### src/rtl/ttl_and3_tester.sv
// ttl_and3_tester: pin-level exerciser for a triple 3-input AND device
// (7411 pinout). Walks all 8 input vectors across gates A, B and C,
// samples the synchronized gate outputs and accumulates results.
module ttl_and3_tester #(
  parameter int SETTLE = 2,
  parameter int CNT_W  = 8
) (
  input  logic             clk,
  input  logic             rst_n,
  input  logic             start,
  output logic             p1,
  output logic             p2,
  output logic             p13,
  output logic             p3,
  output logic             p4,
  output logic             p5,
  output logic             p9,
  output logic             p10,
  output logic             p11,
  output logic             p14,
  output logic             p7,
  input  logic             p12,
  input  logic             p6,
  input  logic             p8,
  output logic             busy,
  output logic             done,
  output logic [CNT_W-1:0] test_count,
  output logic [CNT_W-1:0] error_count,
  output logic [2:0]       err_gate,
  output logic [4:0]       first_fail,
  output logic             first_fail_vld
);

  // Two synchronizer stages need at least two settle cycles to see new data.
  localparam int SETTLE_E = (SETTLE < 2) ? 2 : SETTLE;
  localparam int WAIT_W   = $clog2(SETTLE_E);

  localparam logic [2:0] S_IDLE  = 3'd0;
  localparam logic [2:0] S_DRIVE = 3'd1;
  localparam logic [2:0] S_WAIT  = 3'd2;
  localparam logic [2:0] S_CHECK = 3'd3;
  localparam logic [2:0] S_DONE  = 3'd4;

  logic [2:0]        r_state;
  logic [2:0]        r_vec;
  logic [1:0]        r_g;
  logic [WAIT_W-1:0] r_wait;
  logic [8:0]        r_pins;   // {p11,p10,p9, p5,p4,p3, p13,p2,p1}
  logic [2:0]        r_sync1;  // [0]=A(p12) [1]=B(p6) [2]=C(p8)
  logic [2:0]        r_sync2;
  logic              r_busy;
  logic              r_done;
  logic [CNT_W-1:0]  r_test_cnt;
  logic [CNT_W-1:0]  r_err_cnt;
  logic [2:0]        r_err_gate;
  logic [4:0]        r_first_fail;
  logic              r_first_vld;

  logic              w_obs;
  logic              w_exp;
  logic              w_mismatch;
  logic [2:0]        w_gate_bit;
  logic              w_last;

  function automatic logic [CNT_W-1:0] sat_inc(input logic [CNT_W-1:0] v);
    return (&v) ? v : v + 1'b1;
  endfunction

  // Select the synchronized output and one-hot flag of the gate under test.
  always_comb begin
    w_obs      = 1'b0;
    w_gate_bit = 3'b000;
    case (r_g)
      2'd0:    begin w_obs = r_sync2[0]; w_gate_bit = 3'b001; end
      2'd1:    begin w_obs = r_sync2[1]; w_gate_bit = 3'b010; end
      2'd2:    begin w_obs = r_sync2[2]; w_gate_bit = 3'b100; end
      default: begin w_obs = 1'b0;       w_gate_bit = 3'b000; end
    endcase
  end

  assign w_exp      = &r_vec;
  assign w_mismatch = (w_obs != w_exp);
  assign w_last     = (r_vec == 3'd7) && (r_g == 2'd2);

  // Two-flop synchronizer on the three device outputs.
  always_ff @(posedge clk or negedge rst_n) begin
    if (!rst_n) begin
      r_sync1 <= 3'b000;
      r_sync2 <= 3'b000;
    end else begin
      r_sync1 <= {p8, p6, p12};
      r_sync2 <= r_sync1;
    end
  end

  // Sequencer: drive a vector, wait for settle, check, accumulate results.
  always_ff @(posedge clk or negedge rst_n) begin
    if (!rst_n) begin
      r_state      <= S_IDLE;
      r_vec        <= 3'd0;
      r_g          <= 2'd0;
      r_wait       <= '0;
      r_pins       <= 9'd0;
      r_busy       <= 1'b0;
      r_done       <= 1'b0;
      r_test_cnt   <= '0;
      r_err_cnt    <= '0;
      r_err_gate   <= 3'b000;
      r_first_fail <= 5'd0;
      r_first_vld  <= 1'b0;
    end else begin
      r_done <= 1'b0;
      case (r_state)
        S_IDLE: begin
          if (start) begin
            r_test_cnt   <= '0;
            r_err_cnt    <= '0;
            r_err_gate   <= 3'b000;
            r_first_fail <= 5'd0;
            r_first_vld  <= 1'b0;
            r_vec        <= 3'd0;
            r_g          <= 2'd0;
            r_busy       <= 1'b1;
            r_state      <= S_DRIVE;
          end
        end
        S_DRIVE: begin
          case (r_g)
            2'd0:    r_pins[2:0] <= {r_vec[0], r_vec[1], r_vec[2]};
            2'd1:    r_pins[5:3] <= {r_vec[0], r_vec[1], r_vec[2]};
            default: r_pins[8:6] <= {r_vec[0], r_vec[1], r_vec[2]};
          endcase
          r_wait  <= WAIT_W'(SETTLE_E - 1);
          r_state <= S_WAIT;
        end
        S_WAIT: begin
          if (r_wait == '0) begin
            r_state <= S_CHECK;
          end else begin
            r_wait <= r_wait - 1'b1;
          end
        end
        S_CHECK: begin
          r_test_cnt <= sat_inc(r_test_cnt);
          if (w_mismatch) begin
            r_err_cnt  <= sat_inc(r_err_cnt);
            r_err_gate <= r_err_gate | w_gate_bit;
            if (!r_first_vld) begin
              r_first_fail <= {r_g, r_vec};
              r_first_vld  <= 1'b1;
            end
          end
          if (r_g < 2'd2) begin
            r_g <= r_g + 2'd1;
          end else begin
            r_g   <= 2'd0;
            r_vec <= r_vec + 3'd1;
          end
          r_state <= w_last ? S_DONE : S_DRIVE;
        end
        S_DONE: begin
          r_done  <= 1'b1;
          r_busy  <= 1'b0;
          r_state <= S_IDLE;
        end
        default: r_state <= S_IDLE;
      endcase
    end
  end

  assign p1  = r_pins[0];
  assign p2  = r_pins[1];
  assign p13 = r_pins[2];
  assign p3  = r_pins[3];
  assign p4  = r_pins[4];
  assign p5  = r_pins[5];
  assign p9  = r_pins[6];
  assign p10 = r_pins[7];
  assign p11 = r_pins[8];
  assign p14 = 1'b1;
  assign p7  = 1'b0;

  assign busy           = r_busy;
  assign done           = r_done;
  assign test_count     = r_test_cnt;
  assign error_count    = r_err_cnt;
  assign err_gate       = r_err_gate;
  assign first_fail     = r_first_fail;
  assign first_fail_vld = r_first_vld;

endmodule

### config.mk
export PLATFORM = sky130hd
export DESIGN_NAME = ttl_and3_tester
export DESIGN_NICKNAME = d
export VERILOG_FILES = /design/src/rtl/ttl_and3_tester.sv
export SDC_FILE = /design/constraint.sdc
export NUM_CORES = 1
export LEC_CHECK = 0
export ABC_CLOCK_PERIOD_IN_PS = 2110
export BUFFER_PORTS_ARGS = -buffer_cell sky130_fd_sc_hd__buf_2
export CORE_AREA = 2 2 91 93
export DETAILED_ROUTE_END_ITERATION = 16
export DIE_AREA = 0 0 93 95
export GPL_ROUTABILITY_DRIVEN = 0
export GPL_TIMING_DRIVEN = 0
export HOLD_SLACK_MARGIN = 0.12
export SYNTH_ARGS = -nofsm -noshare
export SYNTH_HDL_FRONTEND = slang
export SYNTH_SLANG_ARGS = --single-unit
### constraint.sdc
create_clock -name clk -period 2.11 [get_ports clk]
set_clock_uncertainty 0.15 [all_clocks]
set_input_delay 0.1055 -clock clk [delete_from_list [all_inputs] [get_ports clk]]
set_output_delay 0.1055 -clock clk [all_outputs]
set_load 0.005 [all_outputs]
==> results of run 1 <==
kinds of logic after synthesis:
logic type,Yosys count
simple gates,78
other cells,2
mux,14
buf+inv,11
flops,51
fa+ha+maj,4
xor+xnor,6
compound gates,38
per-stage QoR:
| stage | area (um2) | TNS (ns) | setup WS [ns] |
|---|---|---|---|
| 2_1_floorplan | 2310 | 0 | 0.0418 |
| 3_3_place_gp | 2650 | -0.947 | -0.235 |
| 3_5_place_dp | 2650 | -0.953 | -0.221 |
| 4_1_cts | 2870 | 0 | 0.000915 |
| 5_1_grt | 2930 | -0.0531 | -0.0273 |
| 6_report | 2930 | 0 | 0.0466 |
report_power, final:
part | total, mW | switching [mW] | leakage [nW] | internal [mW]
Clock | 0.699 | 0.342 | 0.0548 | 0.357
Combinational | 1.27 | 0.641 | 0.670 | 0.627
Sequential | 1.39 | 0.183 | 0.667 | 1.21
registers in the layout (all words and copies together) (netlist names):
name,flops
r_state,3
busy,1
r_sync2,3
done,1
r_sync1,3
test_count,8
r_vec,3
r_pins,9
error_count,8
first_fail_vld,1
r_g,2
err_gate,3
r_wait,1
first_fail,5
layout make-up:
class / instances / share of cell area (%)
Multi-Input combinational cell: 143 / 35.3
Buffer: 9 / 2.35
Tap cell: 105 / 4.48
Sequential cell: 51 / 43.7
Timing Repair Buffer: 51 / 9.99
Clock buffer: 5 / 2.35
Inverter: 2 / 0.256
Clock inverter: 3 / 1.58
worst min-delay path by stage:
stage,slack [ns],startpoint,to
floorplan,-0.34,rst_n,busy
global placement,0.06,p12,r_sync1[0]
detailed placement,0.07,p12,r_sync1[0]
CTS,0.21,r_sync1[0],r_sync2[0]
global route,0.22,r_sync1[1],r_sync2[1]
finish,0.21,r_sync1[0],r_sync2[0]
repair_timing:
item,4_1_cts,5_1_grt
pin swaps,1,0
gates cloned,0,1
resized for setup,9,6
hold buffers,5,0
endpoints found under the hold margin,57,0
buffers inserted,4,1
setup endpoints to repair,16,5
layer usage:
metal,GRT usage [%],vias to the layer above,routed length [um]
met2,18.4,38,2260
li1,-,851,-
met5,0,-,0
met3,2.87,9,200
met4,4.53,0,96
met1,15.9,863,2380
placed cells by master (no fill, tap or decap), types with 6 or more instances in the layout:
| cell type | Yosys | final |
|---|---|---|
| nand3_1 | 8 | 8 |
| xnor2_1 | 6 | 6 |
| dfrtp_1 | 51 | 48 |
| mux2_2 | 11 | 10 |
| nor2_1 | 14 | 13 |
| buf_2 | 1 | 42 |
| nand2_1 | 22 | 22 |
| buf_4 | 3 | 8 |
| o21ai_0 | 14 | 14 |
| nor3_1 | 7 | 7 |
==> flow_metrics.py, run 1 <==
metrics = {
    "outcome": {
        "outcome": "finished, final reports clean",
    },
    "power_and_ir_drop": {
        "p_leak_nw": 1.39,
        "ir_drop_uv": 435,
        "power_density_nw_per_um2": 1150,
        "power_mw": 3.36,
    },
    "placed_design": {
        "io_buffers": 41,
        "placed_cells": 350,
        "dp.final_hpwl_um": 3330,
    },
    "setup_path": {
        "endpoint": "error_count[4]",
        "cp-end-kind": "flip-flop",
        "r2r_setup_slack_ns": 0.05,
        "worstPathArrival_ns": 2.12,
        "path_class": "flip-flop to flip-flop",
        "cp.depth": 6,
        "crit_family": "multiplexers",
        "startpoint": "r_g[0]",
        "crit_slowest_cell": "dfrtp_2",
        "crit_path_max_incr_delay_ns": 0.44,
        "ff2ff_path_depth": 6,
        "critical_path.cell_chain": "mux2i_2 > a2bb2oi_2 > mux2_4 > buf_6 > and3_1 > a211o_1",
        "cp_num_buf_inv": 1,
        "r2r-start": "r_g[0]",
        "worstSetupStartpointType": "flip-flop",
        "worstPathRequired_ns": 2.17,
        "crit_fanout": 10,
        "r2r-end": "error_count[4]",
    },
    "clock_network": {
        "cts.reportedPaths.clkPinSlew_ns": 0.10,
        "cts_tree": "done",
        "cts_inserted_buffers": 5,
        "clock_path_buffers": 2,
        "root_buffer": "clkbuf_8",
        "insertion_delay_ns": 0.31,
        "htreeDepth": 2,
        "cts_sinks": 51,
    },
    "worst_hold_path": {
        "min_path_cells": 0,
        "min_path_type": "flip-flop to flip-flop",
    },
    "yosys": {
        "yosysWarningCount": 0,
        "synth-edff-count": 0,
        "syn_area_um2": 2310,
        "yosysMostFrequentCell": "dfrtp_1",
        "synthMuxAreaShare_pct": 6.82,
        "synthAdderAreaFrac_pct": 2.16,
        "synth_top_family_by_area": "simple AND/OR/NAND/NOR gates",
        "ys_top_cells_by_area": "dfrtp_1 (55%), mux2_2 (5.4%), nand2_1 (3.6%)",
        "seq_area_frac_synth_pct": 55.2,
        "post_synth_num_cell_types": 42,
        "synth_nets": 214,
        "synth_ff_type": "dfrtp_1",
        "synth_top_area_share_pct": 55.2,
        "syn_inst": 204,
        "async_reset_ff_share_pct": 100,
        "synth-compound-area-share_pct": 11.8,
        "ys_ff_latch": 51,
        "synthSimpleGateAreaFrac_pct": 18.1,
        "yosys-top-cells-count": "dfrtp_1 (51), nand2_1 (22), nor2_1 (14), o21ai_0 (14), mux2_2 (11)",
        "yosys.area.top_type": "dfrtp_1",
        "synth-xor-area-share_pct": 2.27,
        "avgSynthCellArea_um2": 11.3,
    },
    "sta": {
        "drv_slew": 0,
        "hold_ws_ns": 0.210,
        "hold_viol_final": 0,
        "min_period_ns": 2.06,
        "min_period_over_period_pct": 97.8,
        "finalSetupViolCount": 0,
        "max_freq_mhz": 485,
        "relSlewSlack_pct": 25.6,
        "rsz0062_at_grt": "yes",
        "tightest_slew_ns": 1.12,
    },
    "routing": {
        "dr.pass1.iters": 4,
        "drt_wl_total_um": 4940,
        "route.detailed.drc": 0,
        "avgRoutedWirePerCell_um": 13.4,
        "vias": 1761,
        "ant_nets": 0,
        "vias_per_cell": 4.77,
        "drt_iter0_markers": 77,
    },
    "final_layout": {
        "num-nets-final": 273,
        "multi_input_area_um2": 1030,
        "finish.utilization_pct": 37.0,
        "fillers": 814,
        "register_area_um2": 1280,
        "final_cells": 369,
        "syn_to_final_growth_pct": 26.7,
        "drive_gt1_share_pct": 33.3,
        "diodes": 0,
    },
    "die": {
        "initial_core_util_pct": 29.2,
        "coreArea_um2": 7930,
        "fp.dieH_um": 95,
        "dieArea_um2": 8840,
        "ios": 44,
        "die_w_um": 93,
        "rows": 33,
    },
    "global_route": {
        "grt_first_pass_wirelength_um": 8210,
        "gr-total-overflow": 0,
        "grt_antenna_before_repair": 0,
        "grt_pass1_vias": 1697,
        "grtUsageTotal_pct": 11.8,
        "grt_max_degree": 52,
    },
    "flow_run": {
        "maxCapViolCount": 0,
    },
}
No activity file was read; power rests on OpenSTA's default activity.
==> run 2: changes to the inputs <==
--- a/config.mk
+++ b/config.mk
@@ -7,9 +7,10 @@
 export LEC_CHECK = 0
 export ABC_CLOCK_PERIOD_IN_PS = 2110
 export BUFFER_PORTS_ARGS = -buffer_cell sky130_fd_sc_hd__buf_2
-export CORE_AREA = 2 2 91 93
+export CORE_AREA = 2 2 75 113
+export CTS_BUF_LIST = sky130_fd_sc_hd__clkbuf_2 sky130_fd_sc_hd__clkbuf_4 sky130_fd_sc_hd__clkbuf_8
 export DETAILED_ROUTE_END_ITERATION = 16
-export DIE_AREA = 0 0 93 95
+export DIE_AREA = 0 0 77 115
 export GPL_ROUTABILITY_DRIVEN = 0
 export GPL_TIMING_DRIVEN = 0
 export HOLD_SLACK_MARGIN = 0.12
==> run 2 against run 1 <==
Against the previous run:
- worst hold slack worse by 0.0058 ns
- utilization is 0.20 points higher
- non-clock buffer count is 5 higher
- via count is 0.34% higher
- critical path depth is 1 higher
- largest cell class unchanged
- cell count is 1.1% higher
- critical endpoint is now error_count[5]
- clock-buffer cell count is 3 higher
- register-to-register slack worse by 0.02 ns
- sequential power hardly changed
- die area is 0.23% higher
==> flow_metrics.py, run 2 (same netlist as run 1, synthesis figures left out) <==
metrics = {
    "outcome": {
        "outcome": "finished, final reports clean",
    },
    "die": {
        "initial_core_util_pct": 29.2,
        "die_w_um": 77,
        "rows": 40,
        "ios": 44,
        "coreArea_um2": 7910,
        "fp.dieH_um": 115,
        "dieArea_um2": 8860,
    },
    "clock_network": {
        "cts_inserted_buffers": 5,
        "insertion_delay_ns": 0.31,
        "htreeDepth": 2,
        "cts_sinks": 51,
        "clock_path_buffers": 2,
        "cts_tree": "done",
        "cts.reportedPaths.clkPinSlew_ns": 0.10,
        "root_buffer": "clkbuf_8",
    },
    "routing": {
        "avgRoutedWirePerCell_um": 14.2,
        "ant_nets": 0,
        "route.detailed.drc": 0,
        "vias": 1767,
        "drt_iter0_markers": 84,
        "vias_per_cell": 4.74,
        "dr.pass1.iters": 4,
        "drt_wl_total_um": 5290,
    },
    "setup_path": {
        "path_class": "flip-flop to flip-flop",
        "worstSetupStartpointType": "flip-flop",
        "crit_path_frequent_cell": "buf_4",
        "crit_fanout": 7,
        "worstPathArrival_ns": 2.12,
        "crit_path_max_incr_delay_ns": 0.43,
        "crit_slowest_cell": "dfrtp_2",
        "worstPathRequired_ns": 2.15,
        "cp-end-kind": "flip-flop",
        "cp_num_buf_inv": 2,
        "crit_family": "multiplexers",
        "critical_path.cell_chain": "mux2i_1 > a2bb2oi_2 > buf_4 > mux2i_4 > buf_4 > nor3_1 > a221o_1",
    },
    "sta": {
        "finalSetupViolCount": 0,
        "max_freq_mhz": 481,
        "hold_ws_ns": 0.204,
        "tightest_slew_ns": 1.14,
        "min_period_ns": 2.08,
        "setup_ws_ns": 0.0308,
        "drv_slew": 0,
        "relSlewSlack_pct": 24.1,
        "rsz0062_at_grt": "yes",
        "hold_viol_final": 0,
        "min_period_over_period_pct": 98.5,
    },
    "power_and_ir_drop": {
        "power_mw": 3.35,
        "power_density_nw_per_um2": 1140,
        "ir_drop_uv": 389,
        "p_leak_nw": 1.41,
    },
    "placed_design": {
        "dp.final_hpwl_um": 3670,
        "post-place-ws_ns": -0.215,
        "io_buffers": 41,
        "placed_cells": 350,
    },
    "global_route": {
        "grt_max_degree": 52,
        "grtUsageTotal_pct": 12.6,
        "gr-total-overflow": 0,
        "grt_pass1_vias": 1826,
        "grt_first_pass_wirelength_um": 8730,
        "grt_antenna_before_repair": 0,
    },
    "final_layout": {
        "syn_to_final_growth_pct": 27.1,
        "top_register": "r_pins",
        "layout_commonest_cell": "dfrtp_1",
        "finish.utilization_pct": 37.2,
        "num-nets-final": 277,
        "diodes": 0,
        "largest_reg_flops": 9,
        "final_cells": 373,
        "layout_common_cells": "dfrtp_1 (48), buf_2 (42), nand2_1 (22)",
        "drive_gt1_share_pct": 34.7,
    },
    "flow_run": {
        "maxCapViolCount": 0,
    },
    "worst_hold_path": {
        "min_path_type": "flip-flop to flip-flop",
    },
}
## run 2: changes by cell type in the layout (fill, tap and decap cells not counted), sizes merged
| cell | previous run | this run |
|---|---|---|
| buf | 53 | 58 |
| bufinv | 1 | 0 |
| clkbuf | 7 | 10 |
| clkinvlp | 1 | 0 |
| inv | 3 | 2 |
| mux2i | 4 | 3 |
## run 2: final timing paths
check,from,to,slack [ns],cells past startpoint
hold / removal,r_sync1[0],r_sync2[0],0.20,0
hold reg to reg,r_sync1[0],r_sync2[0],0.20,0
setup / recovery,r_g[0],error_count[5],0.03,7
min in group asynchronous,rst_n,err_gate[2],0.41,2
max in group asynchronous,rst_n,r_vec[0],0.63,2
setup reg to reg,r_g[0],error_count[5],0.03,7
## run 2: what timing repair did
action                                  CTS  global route
hold buffers                              5             0
endpoints found under the setup margin   13             7
gates cloned                              0             0
setup buffers                             5             5
resized for setup                         7             8
pin swaps                                 1             1
hold endpoints to repair                 57             0
## run 2: per-stage QoR
step | cell area (um2) | setup TNS [ns]
detailed placement | 2650 | -0.954
CTS | 2860 | -0.0412
global placement | 2650 | -0.768
global route | 2940 | -0.0592
finish | 2940 | 0
floorplan | 2310 | 0
## run 2: area by class of cell
type	count	area, um2
fillers	833	4970
flip-flops and latches	51	1280
multi-input cells	142	1020
repair buffers	56	330
well taps	105	131
clock buffers	8	104
plain buffers	9	68.8
inverters	2	7.51
## run 2: power by group
group	leakage [nW]	internal [mW]	switching, mW	total (mW)
Clock	0.0549	0.313	0.322	0.635
Sequential	0.667	1.21	0.187	1.40
Combinational	0.688	0.651	0.666	1.32
Total	1.41	2.18	1.18	3.35
## run 2: routing by layer
layer / vias up / GRT usage [%] / share of wire, %
met5: - / 0 / 0
met4: 0 / 6.31 / 2.8
met3: 11 / 3.06 / 4.2
met2: 33 / 23.3 / 53
met1: 865 / 13.3 / 40
li1: 858 / - / -
## run 2: worst register-to-register path: cells and delay by family, from the launching register on
| kind | cells | cell delay, ns |
|---|---|---|
| AND/OR/NAND/NOR | 1 | 0.04 |
| multiplexers | 2 | 0.57 |
| AO/OA/AOI/OAI | 2 | 0.46 |
| buffers and inverters | 2 | 0.31 |
| flip-flops | 1 | 0.43 |
